### config.mk
export PLATFORM = sky130hd
export DESIGN_NAME = eight_req_rr_arbiter
export DESIGN_NICKNAME = d
export VERILOG_FILES = /design/src/rtl/arb_pkg.sv /design/src/rtl/prio_enc8.sv /design/src/rtl/eight_req_rr_arbiter.sv
export SDC_FILE = /design/constraint.sdc
export NUM_CORES = 1
export LEC_CHECK = 0
export ABC_AREA = 1
export BUFFER_PORTS_ARGS = -buffer_cell sky130_fd_sc_hd__buf_2
export CORE_MARGIN = 5
export CORE_UTILIZATION = 50
export DETAILED_ROUTE_END_ITERATION = 10
export HOLD_SLACK_MARGIN = 0.12
export PLACE_DENSITY = 0.81
export SLEW_MARGIN = 25
export SYNTH_ARGS = -nofsm -noshare
export SYNTH_HDL_FRONTEND = slang
export SYNTH_SLANG_ARGS = --single-unit
### constraint.sdc
create_clock -name clk -period 3.1 [get_ports clk]
set_input_delay 0.31 -clock clk [delete_from_list [all_inputs] [get_ports clk]]
set_output_delay 0.31 -clock clk [all_outputs]
set_load 0.03 [all_outputs]
### src/rtl/arb_pkg.sv
// rtl/arb_pkg.sv - shared constants and state encoding for the 8-requester round-robin arbiter
package arb_pkg;

  localparam int NREQ         = 8;
  localparam int ID_W         = 3;
  localparam int MAX_HOLD_DEF = 16;

  typedef enum logic {
    ST_IDLE  = 1'b0,
    ST_GRANT = 1'b1
  } arb_state_e;

endpackage

### src/rtl/prio_enc8.sv
// rtl/prio_enc8.sv - combinational 8-bit MSB-first priority encoder
module prio_enc8
  import arb_pkg::*;
(
  input  logic [NREQ-1:0] in,
  output logic [ID_W-1:0] idx,
  output logic            any
);

  always_comb begin
    idx = '0;
    any = |in;
    // Ascending scan: the last (highest) set bit wins.
    for (int i = 0; i < NREQ; i++) begin
      if (in[i]) idx = ID_W'(i);
    end
  end

endmodule

### src/rtl/eight_req_rr_arbiter.sv
// rtl/eight_req_rr_arbiter.sv - 8-way round-robin arbiter with grant lock
module eight_req_rr_arbiter
    import arb_pkg::*;
#(
    parameter int unsigned MAX_HOLD = MAX_HOLD_DEF
)
(
    input  logic            clk,
    input  logic            rst,
    input  logic [NREQ-1:0] req,
    output logic [NREQ-1:0] gnt,
    output logic [ID_W-1:0] gnt_id,
    output logic            gnt_valid,
    output logic            timeout
);

    arb_state_e      state_q, state_d;
    logic [ID_W-1:0] ptr_q, ptr_d;
    logic [NREQ-1:0] gnt_q, gnt_d;
    logic [ID_W-1:0] gnt_id_q, gnt_id_d;

    logic [NREQ-1:0] req_rot;
    logic [ID_W-1:0] enc_idx;
    logic            enc_any;
    logic [ID_W-1:0] win_id;
    logic            revoke;

`ifdef ARB_TIMEOUT_EN
    localparam logic [7:0] HOLD_LAST = 8'(MAX_HOLD - 1);
    logic [7:0] hold_cnt_q, hold_cnt_d;
    logic       timeout_q, timeout_d;
`endif

    always_comb begin
        req_rot = '0;
        for (int j = 0; j < NREQ; j++) begin
            req_rot[j] = req[ID_W'(j) + ptr_q + 3'd1];
        end
    end

    prio_enc8 u_enc (
        .in  (req_rot),
        .idx (enc_idx),
        .any (enc_any)
    );

    assign win_id = enc_idx + ptr_q + 3'd1;

`ifdef ARB_TIMEOUT_EN
    assign revoke = (hold_cnt_q == HOLD_LAST);
`else
    assign revoke = 1'b0;
`endif

    always_comb begin
        state_d  = state_q;
        ptr_d    = ptr_q;
        gnt_d    = gnt_q;
        gnt_id_d = gnt_id_q;
`ifdef ARB_TIMEOUT_EN
        hold_cnt_d = hold_cnt_q;
        timeout_d  = 1'b0;
`endif
        case (state_q)
            ST_IDLE: begin
                if (enc_any) begin
                    state_d  = ST_GRANT;
                    gnt_d    = {{(NREQ-1){1'b0}}, 1'b1} << win_id;
                    gnt_id_d = win_id;
`ifdef ARB_TIMEOUT_EN
                    hold_cnt_d = '0;
`endif
                end
            end
            ST_GRANT: begin
                if (!req[gnt_id_q] || revoke) begin
                    state_d  = ST_IDLE;
                    gnt_d    = '0;
                    gnt_id_d = '0;
                    ptr_d    = gnt_id_q - 3'd1;
`ifdef ARB_TIMEOUT_EN
                    timeout_d = req[gnt_id_q];
`endif
                end else begin
`ifdef ARB_TIMEOUT_EN
                    hold_cnt_d = hold_cnt_q + 8'd1;
`endif
                end
            end
            default: begin
                state_d  = ST_IDLE;
                gnt_d    = '0;
                gnt_id_d = '0;
            end
        endcase
    end

    always_ff @(posedge clk) begin
        if (rst) begin
            state_q  <= ST_IDLE;
            ptr_q    <= ID_W'(NREQ - 1);
            gnt_q    <= '0;
            gnt_id_q <= '0;
`ifdef ARB_TIMEOUT_EN
            hold_cnt_q <= '0;
            timeout_q  <= 1'b0;
`endif
        end else begin
            state_q  <= state_d;
            ptr_q    <= ptr_d;
            gnt_q    <= gnt_d;
            gnt_id_q <= gnt_id_d;
`ifdef ARB_TIMEOUT_EN
            hold_cnt_q <= hold_cnt_d;
            timeout_q  <= timeout_d;
`endif
        end
    end

    assign gnt       = gnt_q;
    assign gnt_id    = gnt_id_q;
    assign gnt_valid = |gnt_q;
`ifdef ARB_TIMEOUT_EN
    assign timeout   = timeout_q;
`else
    assign timeout   = 1'b0;
`endif

endmodule

==> results of run 1 <==
## area by class of cell
class | instances | share of cell area, %
tap | 30 | 2.40
inverter | 24 | 6.07
sequential | 15 | 19.2
timing repair buffer | 26 | 9.35
clock buffer | 4 | 1.68
multi-input combinational | 180 | 61.3
## routing by layer
metal / part of all wire, % / up-vias / global-route usage [%]
li1: - / 783 / -
met4: 1.7 / 0 / 10.0
met1: 48 / 676 / 26.2
met2: 48 / 35 / 30.2
met3: 2.6 / 6 / 2.48
met5: 0 / - / 0
## sequential cells by signal (all words and copies together) (netlist names)
| register | count |
|---|---|
| gnt_id | 3 |
| gnt | 8 |
| ptr_q | 3 |
| state_q | 1 |
## power breakdown
group	internal, W	total [W]	switching [W]	leakage (nW)
Sequential	0.000252	0.000313	0.0000612	0.123
Combinational	0.000546	0.00160	0.00105	0.689
Clock	0.0000501	0.000115	0.0000650	0.0150
Total	0.000848	0.00203	0.00118	0.827
## Yosys cell counts (all sizes together)
cell type and count:
dfxtp 15, a21oi 15, nand3 40, ha 5
a21boi 1, clkbuf 1, nand4 4, nor4 2
conb 1, xor2 1, inv 24, nor2 14
xnor2 1, o22ai 2, o21ai 7, mux2i 1
o211ai 2, fa 1, nand2 83, buf 5
## placed cells by master (no fill, tap or decap), types with 2 or more instances in the layout
cell type	Yosys	final
clkbuf_4	0	3
nand2_2	8	8
nor4_1	2	2
inv_2	6	7
a21oi_1	15	14
nand3_1	40	39
nand2_1	73	72
nand4_1	4	4
buf_2	1	21
inv_1	17	16
nand2_4	2	3
o211ai_1	2	2
nor2_1	11	10
dfxtp_1	15	14
o21ai_0	7	7
nor2_2	2	3
ha_1	5	3
o22ai_1	2	2
buf_4	1	4
## through the flow
stage                     setup WS, ps  power, W  area (µm²)
after CTS                         86.5   0.00191        1510
after detailed placement           120   0.00179        1480
after floorplan                    175   0.00150        1350
after global routing              8.84   0.00223        1570
after global placement             202   0.00177        1480
final                              174   0.00203        1570
## cells by family after synthesis
logic type / Yosys count / synth area share [%]
and+or+nand+nor: 143 / 48.0
buffers and inverters: 30 / 10.7
AOI/OAI and AO/OA: 27 / 10.7
DFF: 15 / 22.2
adders and majority gates: 6 / 6.10
xor gates and xnor gates: 2 / 1.29
other: 1 / 0.277
muxes: 1 / 0.739
## final timing paths
| path | start | endpoint | slack, ps | depth (start not counted) |
|---|---|---|---|---|
| hold / removal | rst | gnt[3] | 360 | 2 |
| hold reg to reg | gnt[6] | gnt[6] | 510 | 2 |
| setup reg to reg | ptr_q[1] | gnt[1] | 170 | 21 |
| setup / recovery | ptr_q[1] | gnt[1] | 170 | 21 |
## repair_timing
action | CTS | global route
resized for setup | 0 | 14
hold buffers | 0 | 0
hold endpoints to repair | 0 | 0
setup endpoints to repair | 0 | 9
==> impl.org, run 1 <==
** Run status
- The flow ran to the end, and the final reports show no timing, DRC or antenna violations.

** STA
- Final critical delay including setup and external delays :: 2930 ps
- The final critical path takes up ~94% of the cycle.
- Number of hold violations in the final report :: 0
- Measured against its own limit, the worst slew margin works out to 61.7%.
- Clock skew on the completed layout was measured at 3.58 ps.
- Fin Setup TNS :: 0 ps
- At the pin with the least slew margin, the transition time is 574 ps.
- For this run, the top clock speed supported by timing is 342 MHz.
- Final count of negative-setup-slack endpoints :: 0
- Number of pins exceeding their max-slew limit in the final report :: 0
- Setup repair after global routing left no endpoint under its margin.
- Hold slack final :: between 300 and 400 ps

** Route
- Final routed wire length divided by cell count :: 12.5 µm
- After detailed routing, the number of vias per cell comes to 5.38.
- The first detailed-routing pass took 4 iterations.
- Post-Route WL :: around 3.5 mm
- Via total after detailed routing :: around 1.5k
- For this run, design rule violations remaining after detail routing come to 0.
- Residual antenna-violating net count after detailed routing :: 0
- For this block, the initial DRC count from the detailed router was 81.

** Worst setup path
- The cell that appears most often on the critical path is nand2_1.
- Data arrives at the worst endpoint at 3150 ps.
- The worst setup path is captured at a flip-flop.
- Setup CP Type :: reg2reg
- Required @ worst endpoint :: 3320 ps
- CP delay by family, top :: adder cells
- Critical-path maximum fanout :: 6
- The slowest stage of the critical path is the fa_2 cell.
- On the worst path, the slowest cell contributes a delay of 580 ps.
- Critical path cell sequence :: inv_1, ha_4, inv_2, nand2_1, nand2_2, inv_2, nand2_1, nand2_1, nand2_2, nand2_1, a21boi_0, o21ai_0, a21oi_1, ha_1, fa_2, inv_1, nor2_2, nand3_1, nor2_1, nand2_1, a21oi_1
- STA classifies the critical path startpoint as a flip-flop.
- Counting both buffers and inverters, the worst setup path holds a total of 4.

** Global routing
- First-pass GRT wire length :: 5.61 mm
- Global routing finished with a remaining overflow of 0.
- Antenna violations before repair :: 0
- The via count of the first global-routing pass is 1363.
- Entering global routing, the biggest net connects 20 pins.
- Gr usage total :: 19.4%

** Cells and area
- The multi-input combinational cells in the finished layout cover a total of 960 µm².
- At the end of the flow the core is filled with cells to 62.1%.
- Layout-stage area growth over the synthesis result :: 15.7%
- Non-filler cells, final :: 279
- Storage element area :: 302 µm²
- Final nets :: 266
- The number of antenna diodes in the final layout is 0.
- After filler insertion, the fill cell instance count of the layout stands at between 200 and 250.
- Fraction of layout instances using a drive strength above 1 :: around a quarter

** Floorplan
- The initialized floorplan defines 18 standard-cell rows.
- Initial Utilization :: 53.7%
- The region available for standard cell placement spans between 2000 and 3000 µm².
- The floorplan step defined a die boundary enclosing approximately 3800 µm².
- Die Width :: 62.0 µm
- The die is 62.0 µm tall.
- For this design the top-level I/O count stands at 23.

** Clock network
- The later pin in the worst-skew pair is clocked with a latency of 290 ps.
- Clock transition time at the flip-flop clock pins of the worst setup and hold paths :: 90 ps
- Post-CTS timing repair inserted 0 buffers for setup.
- Max Buffers Root-to-Sink :: 2
- Total clock sinks :: 15
- TritonCTS built the clock tree.
- CTS built an H-tree with a depth of 1.
- Buffers inserted during clock tree synthesis total 3.
- Root Driver :: clkbuf_4

** Logic synthesis
- Counting every instance in the synthesized netlist gives 225.
- Synthesis inferred 15 register bits.
- Part of the Yosys area used for sequential elements :: 22.2%
- Summed over its instances, the top area cell type makes up 22.2% of the synthesized netlist area.
- The number of different library cells used by synthesis comes to 28.
- Top cell type by total area after synthesis :: dfxtp_1
- Net Count, Synth :: 241
- In this run the cell area of the synthesized design comes to 1350 µm².
- Count of warnings emitted by yosys :: 0
- Top post-synthesis cells by area :: dfxtp_1 (22%), nand2_1 (20%), nand3_1 (15%), a21oi_1 (5.5%), inv_1 (4.7%)
- A synthesized cell averages 6.02 µm².

** Power and ir drop
- Maximum vdd ir drop :: 0.707 mV
- In this run the power density over the cells is roughly 1300 nW/µm².
- In this run the static leakage power is 0.827 nW.

** Placement
- Weighted congestion at the end of routability-driven global placement :: 0.895
- The HPWL after detailed placement is 2.66 mm.
- Once placement completed, the tool counted placed cells totaling 275.
- Port bufs :: 21

** Run
- The tool flagged a number of max-cap violations equal to 0.

** Hold path
- Hold/Removal Path Class :: in2reg
Power figures use the tool's default switching activity.
==> run 2: changes to the inputs <==
- PLACE_DENSITY: 0.81 -> 0.86
- SYNTH_HIERARCHICAL: not set -> 1
==> run 2 against run 1 <==
Clock-buffer cell count down 1. Hold slack worse by 80 ps. Clock skew up 3.6 ps. Register-to-register slack worse by 30 ps.
==> impl.org, run 2 <==
** STA
- Max Freq :: 338 MHz (was 342 MHz)
- Number of hold violations in the final report :: 0 (unchanged)
- Portion of the clock cycle consumed by the worst path in the final layout :: 95.4% (was 94.4%)
- The aggregate negative setup slack came to 0 ps (unchanged).
- The number of failing setup endpoints in the final timing report was 0 (unchanged).
- The worst setup skew after layout came to 7.15 ps (was 3.58 ps).
- The number of pins with negative max-slew slack in the final report is 0 (unchanged).
- Final critical delay including setup and external delays :: 2960 ps (was 2930 ps)

** Placement
- The final weighted congestion of routability-driven global placement came to 0.794 (was 0.895).
- The total half-perimeter wirelength after legalization and detailed placement came to 2.46 mm (was 2.66 mm).
- Port bufs :: 21 (unchanged)
- The total placed instance area came to 1490 µm² (was 1480 µm²).

** Logic synthesis
- Cell Area, Synth :: 1360 µm² (was 1350 µm²)
- Average cell area after synthesis :: 6.08 µm² (was 6.02 µm²)
- Ys async rst share :: 0% (unchanged)
- Ys flop type :: dfxtp_1 (unchanged)
- Part of the Yosys area used for sequential elements :: 22.1% (was 22.2%)
- Top post-synthesis cells by area :: dfxtp_1 (22%), nand2_1 (19%), inv_1 (8.0%), nand3_1 (6.6%), nor2_1 (5.8%) (was dfxtp_1 (22%), nand2_1 (20%), nand3_1 (15%), a21oi_1 (5.5%), inv_1 (4.7%))
- Synth cell count leaders: nand2_1 (67), inv_1 (29), nor2_1 (21) (was nand2_1 (73), nand3_1 (40), inv_1 (17)).
- Unique cell type count in the Yosys netlist :: 30 (was 28)
- Net Count, Synth :: 239 (was 241)
- The number of warnings issued by yosys is 6 (was 0).
- The number of enable-type register cells in the synthesized netlist is 0 (unchanged).
- Most repeated cell in the gate-level netlist after synthesis :: nand2_1 (unchanged)
- Top cell type by total area after synthesis :: dfxtp_1 (unchanged)
- The cell count after synthesis is 223 (was 225).
- Proportion of netlist area held by the largest area contributor :: 22.1% (was 22.2%)
- The number of storage elements in the synthesis netlist came to 15 (unchanged).

** Worst setup path
- Largest incremental delay on the critical path :: 370 ps (was 580 ps)
- Crit end category :: flip-flop (unchanged)
- The data arrival time of the worst path was 3190 ps (was 3150 ps).
- CP delay by family, top :: simple AND/OR/NAND/NOR gates (was adder cells)
- Slowest library cell on the worst path :: dfxtp_4 (was fa_2)
- Critical path cell sequence: ha_1, xnor2_2, xor2_1, nor2_1, a31oi_1, nand2_1, nand2_1, nand2_1, nand2_1, nand2_1, nand2_1, inv_1, ha_2, fa_2, inv_1, nand2_1, and2_2, nand3b_1, a21oi_2 (was inv_1, ha_4, inv_2, nand2_1, nand2_2, inv_2, nand2_1, nand2_1, nand2_2, nand2_1, a21boi_0, o21ai_0, a21oi_1, ha_1, fa_2, inv_1, nor2_2, nand3_1, nor2_1, nand2_1, a21oi_1).
- Most common cell type on the critical path :: nand2_1 (unchanged)
- Critical path buffer and inverter count :: 2 (was 4)
- The highest net fanout along the worst path came to 5 (was 6).
- Setup CP Type :: reg2reg (unchanged)
- Required @ worst endpoint :: 3330 ps (was 3320 ps)
- The startpoint type of the worst setup path was a flip-flop (unchanged).

** Route
- Violation count after the first detailed-routing iteration :: 61 (was 81)
- Final routed wire length divided by cell count :: 11.3 µm (was 12.5 µm)
- The count of antenna-violating nets left after detailed routing came to 0 (unchanged).
- The detailed-router iteration count before antenna repair is 4 (unchanged).
- Via total after detailed routing :: 1408 (was 1500)
- The ratio of routed vias to standard cells is 5.06 (was 5.38).
- The count of unresolved DRC violations after routing came to 0 (unchanged).
- Post-Route WL :: 3.14 mm (was 3.49 mm)

** Cells and area
- Ant. Diodes :: 0 (unchanged)
- Most common library cell in the layout ignoring fill and taps :: nand2_1 (unchanged)
- The final standard cell utilization of the core was 63.3% (was 62.1%).
- The area growth from synthesis to final layout was 18.8% (was 15.7%).
- Largest register FFs :: 8 (unchanged)
- The final non-filler cell area came to 1610 µm² (was 1570 µm²).
- The number of nets in the final layout came to 265 (was 266).
- Fraction of layout instances using a drive strength above 1 :: 25.8% (was 23.7%)
- Commonest cells after routing, fill and taps aside: nand2_1 (66), inv_1 (27), buf_2 (21) (was nand2_1 (72), nand3_1 (39), buf_2 (21)).

** Global routing
- The largest net degree at the start of global routing was 26 (was 20).
- Leftover overflow at the end of global routing :: 0 (unchanged)
- The total global-route track usage came to 18.4% (was 19.4%).
- First-pass GRT wire length :: 5.37 mm (was 5.61 mm)
- Antenna violations before repair :: 0 (unchanged)
- The via count of the first global-routing pass is 1257 (was 1363).

** Run status
- Outcome :: finished clean (unchanged)

** Clock network
- The number of clock sinks is 15 (unchanged).
- The buffer levels on the longest clock path was 2 (unchanged).
- # hold bufs at CTS :: 0 (unchanged)
- The CTS tree was built (unchanged).
- Max H-tree Level :: 1 (unchanged)
- Insertion delay to the later sink of the worst-skew pair :: 300 ps (was 290 ps)
- Num CTS Buffers :: 3 (unchanged)
- Clock transition time at the flip-flop clock pins of the worst setup and hold paths :: 90 ps (about the same)
- Root Driver :: clkbuf_4 (unchanged)

** Floorplan
- Initial Utilization :: 53.3% (was 53.7%)
- Die Height :: 62.1 µm (was 62.0 µm)
- The area of the core region is 2540 µm² (was 2520 µm²).
- Total die area :: 3850 µm² (about the same)
- The number of placed I/O pins came to 23 (unchanged).
- Die Width :: 62.1 µm (was 62.0 µm)
- Total number of placement rows :: 18 (unchanged)

** Run
- The max-cap check violation count came to 0 (unchanged).

** Hold path
- Hold/Removal Path Class :: in2reg (unchanged)
-- run 2: cell count changes in the layout (fill, tap and decap cells not counted), sizes merged, moves of 3 or more --
cell | before | now
inv | 24 | 34
mux2i | 1 | 5
nand2 | 83 | 67
nand3 | 40 | 22
nand4 | 4 | 0
nor2 | 14 | 21
o21ai | 7 | 14
xnor2 | 1 | 4
-- run 2: cells by family (layout without fill, tap and decap cells) --
group / count (synthesis) / in the layout / share of synthesized area [%]
AO/OA/AOI/OAI: 31 / 31 / 11.9
XOR/XNOR: 5 / 5 / 3.78
adder cells (fa/ha/maj): 6 / 6 / 6.09
buffers and inverters: 42 / 67 / 13.6
flip-flops: 15 / 15 / 22.1
multiplexers: 5 / 5 / 3.69
other: 1 / 1 / 0.276
AND/OR/NAND/NOR: 118 / 118 / 38.6
-- run 2: final cells by class --
class                      count  area [µm²]
clock buffer                   3        22.5
clock inverter                 1        7.51
fill                         235         933
inverter                      35         131
multi-input combinational    166         950
sequential                    15         305
tap                           30        37.5
timing repair buffer          28         158
-- run 2: worst reg2reg max path, stage by stage, from the launching register on --
cell and delay [ps]:
dfxtp_4 370, ha_1 230, xnor2_2 240, xor2_1 220
nor2_1 60, a31oi_1 200, nand2_1 90, nand2_1 60
nand2_1 40, nand2_1 50, nand2_1 40, nand2_1 50
inv_1 40, ha_2 170, fa_2 360, inv_1 60
nand2_1 50, and2_2 210, nand3b_1 210, a21oi_2 160
-- run 2: path summary, 6_finish.rpt --
kind | slack (ps) | cells past startpoint | from | to
max | 140 | 19 | ptr_q[0] | gnt[2]
min | 280 | 2 | rst | gnt[2]
max reg2reg | 140 | 19 | ptr_q[0] | gnt[2]
min reg2reg | 530 | 2 | gnt[2] | gnt[2]
-- run 2: through the flow --
stage	cells	setup WS [ps]	hold WS [ps]
after floorplan	223	184	521
after global placement	273	161	490
after detailed placement	273	-29.3	499
after CTS	277	44.4	280
after global routing	278	-30.8	294
final	278	143	277
-- run 2: what timing repair did --
item,CTS,global route
hold endpoints to repair,0,0
buffers inserted,0,1
pin swaps,0,10
endpoints found under the setup margin,6,10
gates resized for setup,3,23
-- run 2: routing by layer --
layer,vias up,part of all wire [%],GRT usage [%]
met5,-,0,0
met4,0,1.5,6.67
li1,761,-,-
met2,23,49,31.2
met1,619,46,24.0
met3,5,3.2,2.07
Power of run 2 is left out: the tool's default activity adds up to more than one toggle a clock period on the data nets, which glitch-free logic cannot reach.
==> run 3: changes to the inputs <==
- CORE_MARGIN: 5 -> 2
==> run 3 against run 2 <==
Final cell count did not move. First-iteration DRC count decreased by 43%. Sequential share of layout area rose by 0.20 points. Clock-buffer cell count unchanged. Final area down 0.23%. Register-to-register slack about the same. Via count shrank 0.21%. Sequential cell count is the same. Die area is 18% lower. Routed wire length is 4.1% lower. Global-route usage fell by 0.19 points.
==> impl.org, run 3 (synthesis gave the netlist of run 2 again) <==
** Run status
- Outcome :: finished clean (unchanged)

** Placement
- Weighted congestion at the end of routability-driven global placement :: 0.801 (was 0.794)
- Total half-perimeter wirelength after legalization and detailed placement :: 2.23 mm (was 2.46 mm)
- The total placed instance area was 1480 µm² (was 1490 µm²).
- The quantity of I/O buffers inserted on ports came to 21 (unchanged).

** Floorplan
- The overall die height was 56.1 µm (was 62.1 µm).
- Area of the core region :: 2520 µm² (was 2540 µm²)
- The placement row count was 18 (unchanged).
- Die Width :: 56.1 µm (was 62.1 µm)
- The overall die area was 3140 µm² (was 3850 µm²).
- The starting density of the core is 53.8% (was 53.3%).
- The number of placed I/O pins is 23 (unchanged).

** Cells and area
- Layout-stage area growth over the synthesis result :: 18.5% (was 18.8%)
- Final nets :: 265 (unchanged)
- Number of filler cells placed in the layout :: 231 (was 235)
- The final standard cell utilization of the core came to 63.7% (was 63.3%).
- The flip-flop count of the largest register, all copies and words added came to 8 (unchanged).
- Most common library cell in the layout ignoring fill and taps :: nand2_1 (unchanged)
- Commonest cells after routing, fill and taps aside: nand2_1 (66), inv_1 (27), buf_2 (21) (unchanged).
- Storage element area :: 308 µm² (was 305 µm²)
- Ant. Diodes :: 0 (unchanged)
- Area occupied by multi-input gates :: 943 µm² (was 950 µm²)
- The ratio of cells with drive above 1 in the final layout came to 24.2% (was 25.8%).
- The final non-filler cell area is 1610 µm² (about the same).

** Worst setup path
- CP delay by family, top :: adder cells (was simple AND/OR/NAND/NOR gates)
- Most common cell type on the critical path :: nand2_1 (unchanged)
- Critical Path Start Type :: flip-flop (unchanged)
- Cell depth of the worst setup path :: 21 (was 19)
- Slowest library cell on the worst path :: fa_2 (was dfxtp_4)
- Cell depth of the worst flop-to-flop path :: 21 (was 19)
- Required @ worst endpoint :: 3290 ps (was 3330 ps)
- The critical path's largest stage delay came to 690 ps (was 370 ps).
- Setup CP Type :: reg2reg (unchanged)
- Crit path arrival time :: 3160 ps (was 3190 ps)
- R2r startpoint :: ptr_q[0] (unchanged)
- The worst-case register-to-register setup slack is 130 ps (was 140 ps).
- The kind of end point of the critical path is a flip-flop (unchanged).
- Critical path cell sequence: inv_4, ha_4, buf_4, inv_1, o21ai_1, mux2i_1, inv_1, nand2_1, nand2_1, nand2_1, nand2_1, nand2_1, nand2_1, inv_1, ha_2, fa_2, nor2_2, nand2_1, nor2_1, a21oi_1, nor2_1 (was ha_1, xnor2_2, xor2_1, nor2_1, a31oi_1, nand2_1, nand2_1, nand2_1, nand2_1, nand2_1, nand2_1, inv_1, ha_2, fa_2, inv_1, nand2_1, and2_2, nand3b_1, a21oi_2).
- The endpoint of the worst register-to-register path is gnt[3] (was gnt[2]).
- The buffers plus inverters on the worst setup path came to 5 (was 2).
- The highest net fanout along the worst path came to 7 (was 5).

** Global routing
- Leftover overflow at the end of global routing :: 0 (unchanged)
- Pin count of the biggest net entering global routing :: 26 (unchanged)
- First-pass GRT wire length :: 4.72 mm (was 5.37 mm)
- The via count of the first global-routing pass is 1180 (was 1257).
- The total global-route track usage was 18.3% (was 18.4%).
- The initial antenna violation count is 0 (unchanged).

** Route
- Final routed wire length divided by cell count :: 10.8 µm (was 11.3 µm)
- The detailed-router iteration count before antenna repair was 5 (was 4).
- Via total after detailed routing :: 1405 (was 1408)
- The ratio of routed vias to standard cells came to 5.05 (was 5.06).
- The number of violations reported at the end of detailed-routing iteration 0 is 35 (was 61).
- The count of unresolved DRC violations after routing came to 0 (unchanged).
- Post-Route WL :: 3.01 mm (was 3.14 mm)
- Residual antenna-violating net count after detailed routing :: 0 (unchanged)

** Run
- Max-capacitance violation count :: 0 (unchanged)

** Clock network
- Clock transition time at the flip-flop clock pins of the worst setup and hold paths :: 90 ps (about the same)
- The insertion delay of the later-clocked pin in the worst-skew pair was 290 ps (was 300 ps).
- Total clock sinks :: 15 (unchanged)
- # hold bufs at CTS :: 0 (unchanged)
- The buffer levels on the longest clock path is 2 (unchanged).
- Max H-tree Level :: 1 (unchanged)
- Root Driver :: clkbuf_4 (unchanged)
- The CTS tree is built (unchanged).
- Num CTS Buffers :: 3 (unchanged)

** STA
- The number of pins with negative max-slew slack in the final report came to 0 (unchanged).
- Portion of the clock cycle consumed by the worst path in the final layout :: 95.9% (was 95.4%)
- The worst setup skew after layout was 5.92 ps (was 7.15 ps).
- Number of hold violations in the final report :: 0 (unchanged)
- Max Freq :: 337 MHz (was 338 MHz)
- Final count of negative-setup-slack endpoints :: 0 (unchanged)
- Setup repair after global routing could not meet its margin everywhere.
- Final critical delay including setup and external delays :: 2970 ps (was 2960 ps)
- Fin Setup TNS :: 0 ps (unchanged)

** Hold path
- The hold path depth is 2 (unchanged).
- The worst hold endpoint is gnt_id[1] (was gnt[2]).
- The start point of the worst hold path is rst (unchanged).
- The kind of path behind the tightest hold check is in2reg (unchanged).
==> run 3: area by class of cell <==
type / count / share of cell area (%)
Clock buffer: 3 / 1.40
Multi-Input combinational cell: 166 / 58.7
Sequential cell: 15 / 19.1
Tap cell: 30 / 2.33
Timing Repair Buffer: 28 / 9.81
Inverter: 35 / 8.33
Clock inverter: 1 / 0.311
==> run 3: through the flow <==
step | cells | setup slack (ps) | hold WS, ps
3_3_place_gp | 272 | 144 | 492
2_1_floorplan | 223 | 184 | 521
3_5_place_dp | 272 | 37.9 | 511
4_1_cts | 276 | 6.77 | 289
5_1_grt | 278 | -123 | 304
6_report | 278 | 128 | 286
==> run 3: how the worst max path moves through the flow <==
stage / start / slack (ps) / to
floorplan: ptr_q[1] / 180 / gnt[3]
global placement: ptr_q[0] / 140 / gnt[3]
detailed placement: ptr_q[1] / 40 / gnt[2]
CTS: ptr_q[0] / 7 / gnt[3]
global route: ptr_q[0] / -120 / gnt[0]
finish: ptr_q[0] / 130 / gnt[3]
==> run 3: per-layer routing <==
layer | track usage [%] | wire length, µm
met1 | 23.1 | 1460
met2 | 31.4 | 1390
met3 | 1.63 | 95
met4 | 7.82 | 61
met5 | 0 | 0
==> run 3: timing repair <==
action	in CTS	in global routing
gates resized for setup	0	26
buffers inserted	0	2
setup endpoints to repair	0	10
Power of run 3 is left out for the same reason.
